## src/rtl/sensor_event_hub.sv

```systemverilog
// sensor_event_hub: synchronises and debounces N sensor levels, turns edges into events,
// and queues them round-robin into a first-word-fall-through FIFO drained by valid/ready.
module sensor_event_hub #(
  parameter int N_CH       = 8,
  parameter int DEB_CYCLES = 1000,
  parameter int FIFO_DEPTH = 4,
  parameter bit BOTH_EDGES = 1'b0,
  parameter int CH_W       = $clog2(N_CH)
) (
  input  logic                        clk,
  input  logic                        rst,
  input  logic [N_CH-1:0]             sens_in,
  input  logic [N_CH-1:0]             ch_enable,
  input  logic                        ev_ready,
  input  logic                        clear_ovf,
  output logic                        ev_valid,
  output logic [CH_W-1:0]             ev_ch,
  output logic                        ev_level,
  output logic [N_CH-1:0]             stable_out,
  output logic                        overflow,
  output logic [$clog2(FIFO_DEPTH):0] fifo_count
);
  localparam int DW = $clog2(DEB_CYCLES + 1);
  localparam int AW = $clog2(FIFO_DEPTH);
  localparam logic [DW-1:0] DMAX = DW'(DEB_CYCLES - 1);
  localparam logic [AW:0] FULL = (AW + 1)'(FIFO_DEPTH);

  logic [N_CH-1:0] s1, s2, stable, chg, qual, pending, pend_level, grant_oh;
  logic [N_CH-1:0][DW-1:0] cnt;
  logic [CH_W-1:0] last_grant, grant;
  logic any_pend, push, pop;
  logic [AW-1:0] wp, rp;
  logic [CH_W:0] mem [FIFO_DEPTH];

  assign stable_out = stable;

  always_comb
    for (int i = 0; i < N_CH; i++) begin
      chg[i] = (s2[i] != stable[i]) && (cnt[i] == DMAX);
      qual[i] = chg[i] && ch_enable[i] && (BOTH_EDGES || s2[i]);
    end

  always_ff @(posedge clk or posedge rst)
    if (rst) begin
      s1 <= '0;
      s2 <= '0;
      stable <= '0;
      cnt <= '0;
    end else begin
      s1 <= sens_in;
      s2 <= s1;
      stable <= stable ^ chg;
      for (int i = 0; i < N_CH; i++)
        cnt[i] <= (s2[i] == stable[i] || chg[i]) ? '0 : cnt[i] + DW'(1);
    end

  // Descending scan so the last hit is the nearest channel after last_grant.
  always_comb begin
    grant = '0;
    any_pend = 1'b0;
    for (int i = N_CH; i >= 1; i--)
      if (pending[(int'(last_grant) + i) % N_CH]) begin
        grant = CH_W'((int'(last_grant) + i) % N_CH);
        any_pend = 1'b1;
      end
  end

  assign push = any_pend && (fifo_count < FULL);
  assign grant_oh = push ? (N_CH'(1) << grant) : '0;
  assign ev_valid = fifo_count != '0;
  assign pop = ev_valid && ev_ready;
  assign {ev_ch, ev_level} = ev_valid ? mem[rp] : '0;

  // A new event on the channel being granted re-arms pending without counting as a loss.
  always_ff @(posedge clk or posedge rst)
    if (rst) begin
      pending <= '0;
      pend_level <= '0;
      overflow <= 1'b0;
      last_grant <= CH_W'(N_CH - 1);
    end else begin
      pending <= (pending & ~grant_oh) | qual;
      pend_level <= (pend_level & ~qual) | (s2 & qual);
      overflow <= (|(qual & pending & ~grant_oh)) || (overflow && !clear_ovf);
      if (push) last_grant <= grant;
    end

  always_ff @(posedge clk)
    if (push) mem[wp] <= {grant, pend_level[grant]};

  always_ff @(posedge clk or posedge rst)
    if (rst) begin
      wp <= '0;
      rp <= '0;
      fifo_count <= '0;
    end else begin
      wp <= wp + AW'(push);
      rp <= rp + AW'(pop);
      fifo_count <= fifo_count + (AW + 1)'(push) - (AW + 1)'(pop);
    end
endmodule

```

## config.mk

```make
export PLATFORM = sky130hd
export DESIGN_NAME = sensor_event_hub
export DESIGN_NICKNAME = d
export VERILOG_FILES = /design/src/rtl/sensor_event_hub.sv
export SDC_FILE = /design/constraint.sdc
export NUM_CORES = 1
export LEC_CHECK = 0
export ABC_CLOCK_PERIOD_IN_PS = 6600
export CAP_MARGIN = 25
export CORE_MARGIN = 5
export CORE_UTILIZATION = 49
export DETAILED_ROUTE_END_ITERATION = 10
export PLACE_DENSITY = 0.67
export SLEW_MARGIN = 10
export SYNTH_ARGS = -nofsm -noshare
export SYNTH_HDL_FRONTEND = slang
export SYNTH_SLANG_ARGS = --single-unit
export TNS_END_PERCENT = 30
```

## constraint.sdc

```tcl
create_clock -name clk -period 6.6 [get_ports clk]
set_clock_uncertainty 0.05 [all_clocks]
set_input_delay 0.99 -clock clk [delete_from_list [all_inputs] [get_ports clk]]
set_output_delay 0.99 -clock clk [all_outputs]
set_load 0.02 [all_outputs]
```

==> impl_metrics.yaml <==
finish:
  num-nets-final: 736
  multi_input_area_um2: 3470
  layout-drive-gt1-share_pct: 11.8
  final_cells: 896
  antenna_cells: 0
  seq_area_um2: 3760
  final.fill_count: 1227
  syn2layout_area_growth_pct: 15.4
  design_area_um2: 8490
sta:
  setup_viol: 0
  fin_crit_sh_pct: 69.7
  timing.fmax_ghz: 0.217
  maxSlewHeadroom_pct: 48.5
  setup_repair_after_global_routing_missed_its_margin: "no"
  fin_worst_hold_slack_ps: 297
  totalNegativeSetupSlack_ps: 0
  worst_pin_slew_ps: 766
  drv_slew: 0
  period_minus_slack_ps: 4600
  hold_viol: 0
setup_path:
  r2r_cells: 11
  critical_path.cell_chain: "inv_1 -> ha_1 -> mux4_2 -> a22oi_1 -> mux2i_1 -> o311ai_1 -> and2_1 -> inv_2 -> o311ai_1 -> o2111ai_1 -> or4_1"
  rrSetupSlack_ps: 2000
  timing.critical_path.arrival_ps: 4840
  cp.required_ps: 6840
  end_kind: "register"
  worst_path_largest_cell_delay_ps: 850
  crit_path_max_fanout: 23
  critical_path.startpoint_type: "register"
  critical-path-top-cell-by-count: "sky130_fd_sc_hd__o311ai_1"
  worst_path_max_delay_cell: "sky130_fd_sc_hd__dfstp_2"
  critPathKind: "register to register"
synthesis:
  netlist_top_cells_count: "128 x sky130_fd_sc_hd__dfrtp_1, 92 x sky130_fd_sc_hd__nor2_1, 50 x sky130_fd_sc_hd__nand2_1"
  synth_flop_cell: "sky130_fd_sc_hd__dfrtp_1"
  synth.distinct_cells: 61
  synthesis.area_um2: 7360
  synthesis.yosys.warnings: 0
  async_reset_ff_share_pct: 89.1
  synth.area.mux_share_pct: 10.6
  yosys-top-cells-area: "sky130_fd_sc_hd__dfrtp_1 44%, sky130_fd_sc_hd__edfxtp_1 6.5%, sky130_fd_sc_hd__xor2_1 5.1%, sky130_fd_sc_hd__nor2_1 4.7%, sky130_fd_sc_hd__xnor2_1 4.0%"
  avgSynthCellArea_um2: 11.2
  synthesis.instances: 658
  synth_compound_area_share_pct: 5.74
  area_share_of_xor_xnor_cells_in_the_synthesized_design_pct: 9.16
  main_combinational_cell_family_by_area_after_synthesis: "simple AND/OR/NAND/NOR gates"
  synth_top_area_share_pct: 43.5
  post_synth_and_or_nand_nor_area_fraction_pct: 19.0
  edff_count_synth: 16
  postSynthNetCount: 693
  yosys.cell_count.top_type: "sky130_fd_sc_hd__dfrtp_1"
  synth.largest_area_cell: "sky130_fd_sc_hd__dfrtp_1"
  postSynthRegisterBits: 147
  synth_area_in_adders_pct: 2.65
  synth_seq_area_share_pct: 51.1
detailed_routing:
  drt-pass1-iter-count: 4
  initialDrtViolationCount: 307
  met2_wire_length_mm: 7.33
  wl_per_cell_um: 16.5
  met3_routed_length_um: 674
  detailroute.via_count: 5062
  dr.max_layer_used: "met4"
  antenna_violating_nets_post_route: 0
  routed_wirelength_mm: 14.8
  routedLengthMet1_mm: 6.59
  per_cell_via_count_in_the_routed_design: 5.65
  drc: 0
floorplan:
  core_area_um2: 14600
  floorplan.rows: 44
  io_pins: 37
  die_h_um: 133
  floorplan.die_area_um2: 17600
  initial_core_util_pct: 50.3
  fp.dieW_um: 133
clock_network:
  insertion_delay_ps: 420
  htree_num_levels: 4
  cts.path.max_buffers: 2
  cts_root_buf: "sky130_fd_sc_hd__clkbuf_16"
  clkSlewWorstSetupHoldPaths_ps: 60
  clkSinkCount: 147
  postCtsSetupRepairBufs: 0
  cts-buffers-inserted: 17
  cts-resized-gates: 0
  postCtsHoldBufs: 0
  cts_tree: "built"
global_routing:
  grt_pass1_vias: 5172
  wire_length_of_the_first_global_routing_pass_mm: 25.0
  initial_antenna_violation_count: 0
  grt_overflow: 0
  grt_start_max_net_pins: 81
  gr-usage-all-layers_pct: 17.5
power:
  maximum_resistive_drop_on_vdd_v: 0.000176
  power-per-cell-area_nw_per_um2: 351
  power.total_w: 0.00298
  power_leakage_nw: 3.69
run_status:
  outcome: "complete, no violations"
placement:
  port_buffers: 36
  post_placement_cell_count: 865
  dpl.hpwl_mm: 10.5
  post_dp_cell_area_um2: 7890
  place.gp.congestion: 0.893
hold_path:
  whs_path_depth: 0
  hold_class: "register to register"
run:
  timing.max_cap.violations: 0
layout make-up:
class	count	area share, %
Sequential cell	147	44.3
Clock buffer	21	5.30
Multi-Input combinational cell	482	40.8
Inverter	15	0.692
Clock inverter	9	1.52
Tap cell	184	2.71
Timing Repair Buffer	38	4.65
stage by stage:
step,setup WS [ps],utilization [%]
floorplan,2070,-
global placement,2140,53.9
detailed placement,2030,53.9
CTS,2040,57.8
global route,1620,58.0
finish,2000,58.0
cell families after synthesis:
| family | count (synthesis) |
|---|---|
| AO/OA/AOI/OAI | 56 |
| multiplexers | 53 |
| XOR/XNOR | 77 |
| buffers and inverters | 29 |
| flip-flops | 147 |
| AND/OR/NAND/NOR | 281 |
| adder cells (fa/ha/maj) | 15 |
cell usage in the layout, fill, tap and decap left out, types with 4 or more instances in the layout:
cell type	instances
sky130_fd_sc_hd__nand3b_1	4
sky130_fd_sc_hd__nor2b_1	5
sky130_fd_sc_hd__mux2i_1	16
sky130_fd_sc_hd__xor2_1	43
sky130_fd_sc_hd__clkdlybuf4s50_1	36
sky130_fd_sc_hd__xnor2_1	34
sky130_fd_sc_hd__and3_1	22
sky130_fd_sc_hd__nand4_1	9
sky130_fd_sc_hd__nand4b_1	7
sky130_fd_sc_hd__a21o_1	4
sky130_fd_sc_hd__or3_1	4
sky130_fd_sc_hd__nor2_1	92
sky130_fd_sc_hd__mux2_2	18
sky130_fd_sc_hd__edfxtp_1	16
sky130_fd_sc_hd__nand2_1	50
sky130_fd_sc_hd__o21ai_0	14
sky130_fd_sc_hd__nand2b_1	6
sky130_fd_sc_hd__ha_1	14
sky130_fd_sc_hd__and2_1	5
sky130_fd_sc_hd__nand4bb_1	4
sky130_fd_sc_hd__dfrtp_1	128
sky130_fd_sc_hd__mux4_2	13
sky130_fd_sc_hd__or2_2	10
sky130_fd_sc_hd__nand3_1	36
sky130_fd_sc_hd__nor4_1	8
sky130_fd_sc_hd__clkbuf_16	17
sky130_fd_sc_hd__nor3_1	14
sky130_fd_sc_hd__a21oi_1	8
sky130_fd_sc_hd__inv_1	13
worst max-delay path, delay by kind of cell, from the launching register on:
family,cells,cell delay [ps]
AO/OA/AOI/OAI,4,1080
adder cells (fa/ha/maj),1,590
buffers and inverters,2,310
flip-flops,1,850
multiplexers,2,770
AND/OR/NAND/NOR,2,810
per-layer routing:
layer,vias up,track usage (%)
met5,-,0
met4,0,5.72
met3,19,4.37
met2,109,29.2
met1,2506,22.6
li1,2428,-
final timing paths:
| check | end | from |
|---|---|---|
| worst max-delay path | overflow$_DFF_PP0_ | last_grant[0]$_DFFE_PP1P_ |
| worst min-delay path | s2[1]$_DFF_PP0_ | s1[1]$_DFF_PP0_ |
| worst max register to register | overflow$_DFF_PP0_ | last_grant[0]$_DFFE_PP1P_ |
| worst min register to register | s2[1]$_DFF_PP0_ | s1[1]$_DFF_PP0_ |
| max in group asynchronous | async pin | rst |
| min in group asynchronous | s2[3]$_DFF_PP0_ | rst |
where the power goes:
group | switching [W] | internal (W) | total [W]
clock | 0.000354 | 0.000600 | 0.000954
combinational | 0.000500 | 0.000376 | 0.000876
sequential | 0.000119 | 0.00103 | 0.00115
total | 0.000974 | 0.00201 | 0.00298
Power figures use the tool's default switching activity.
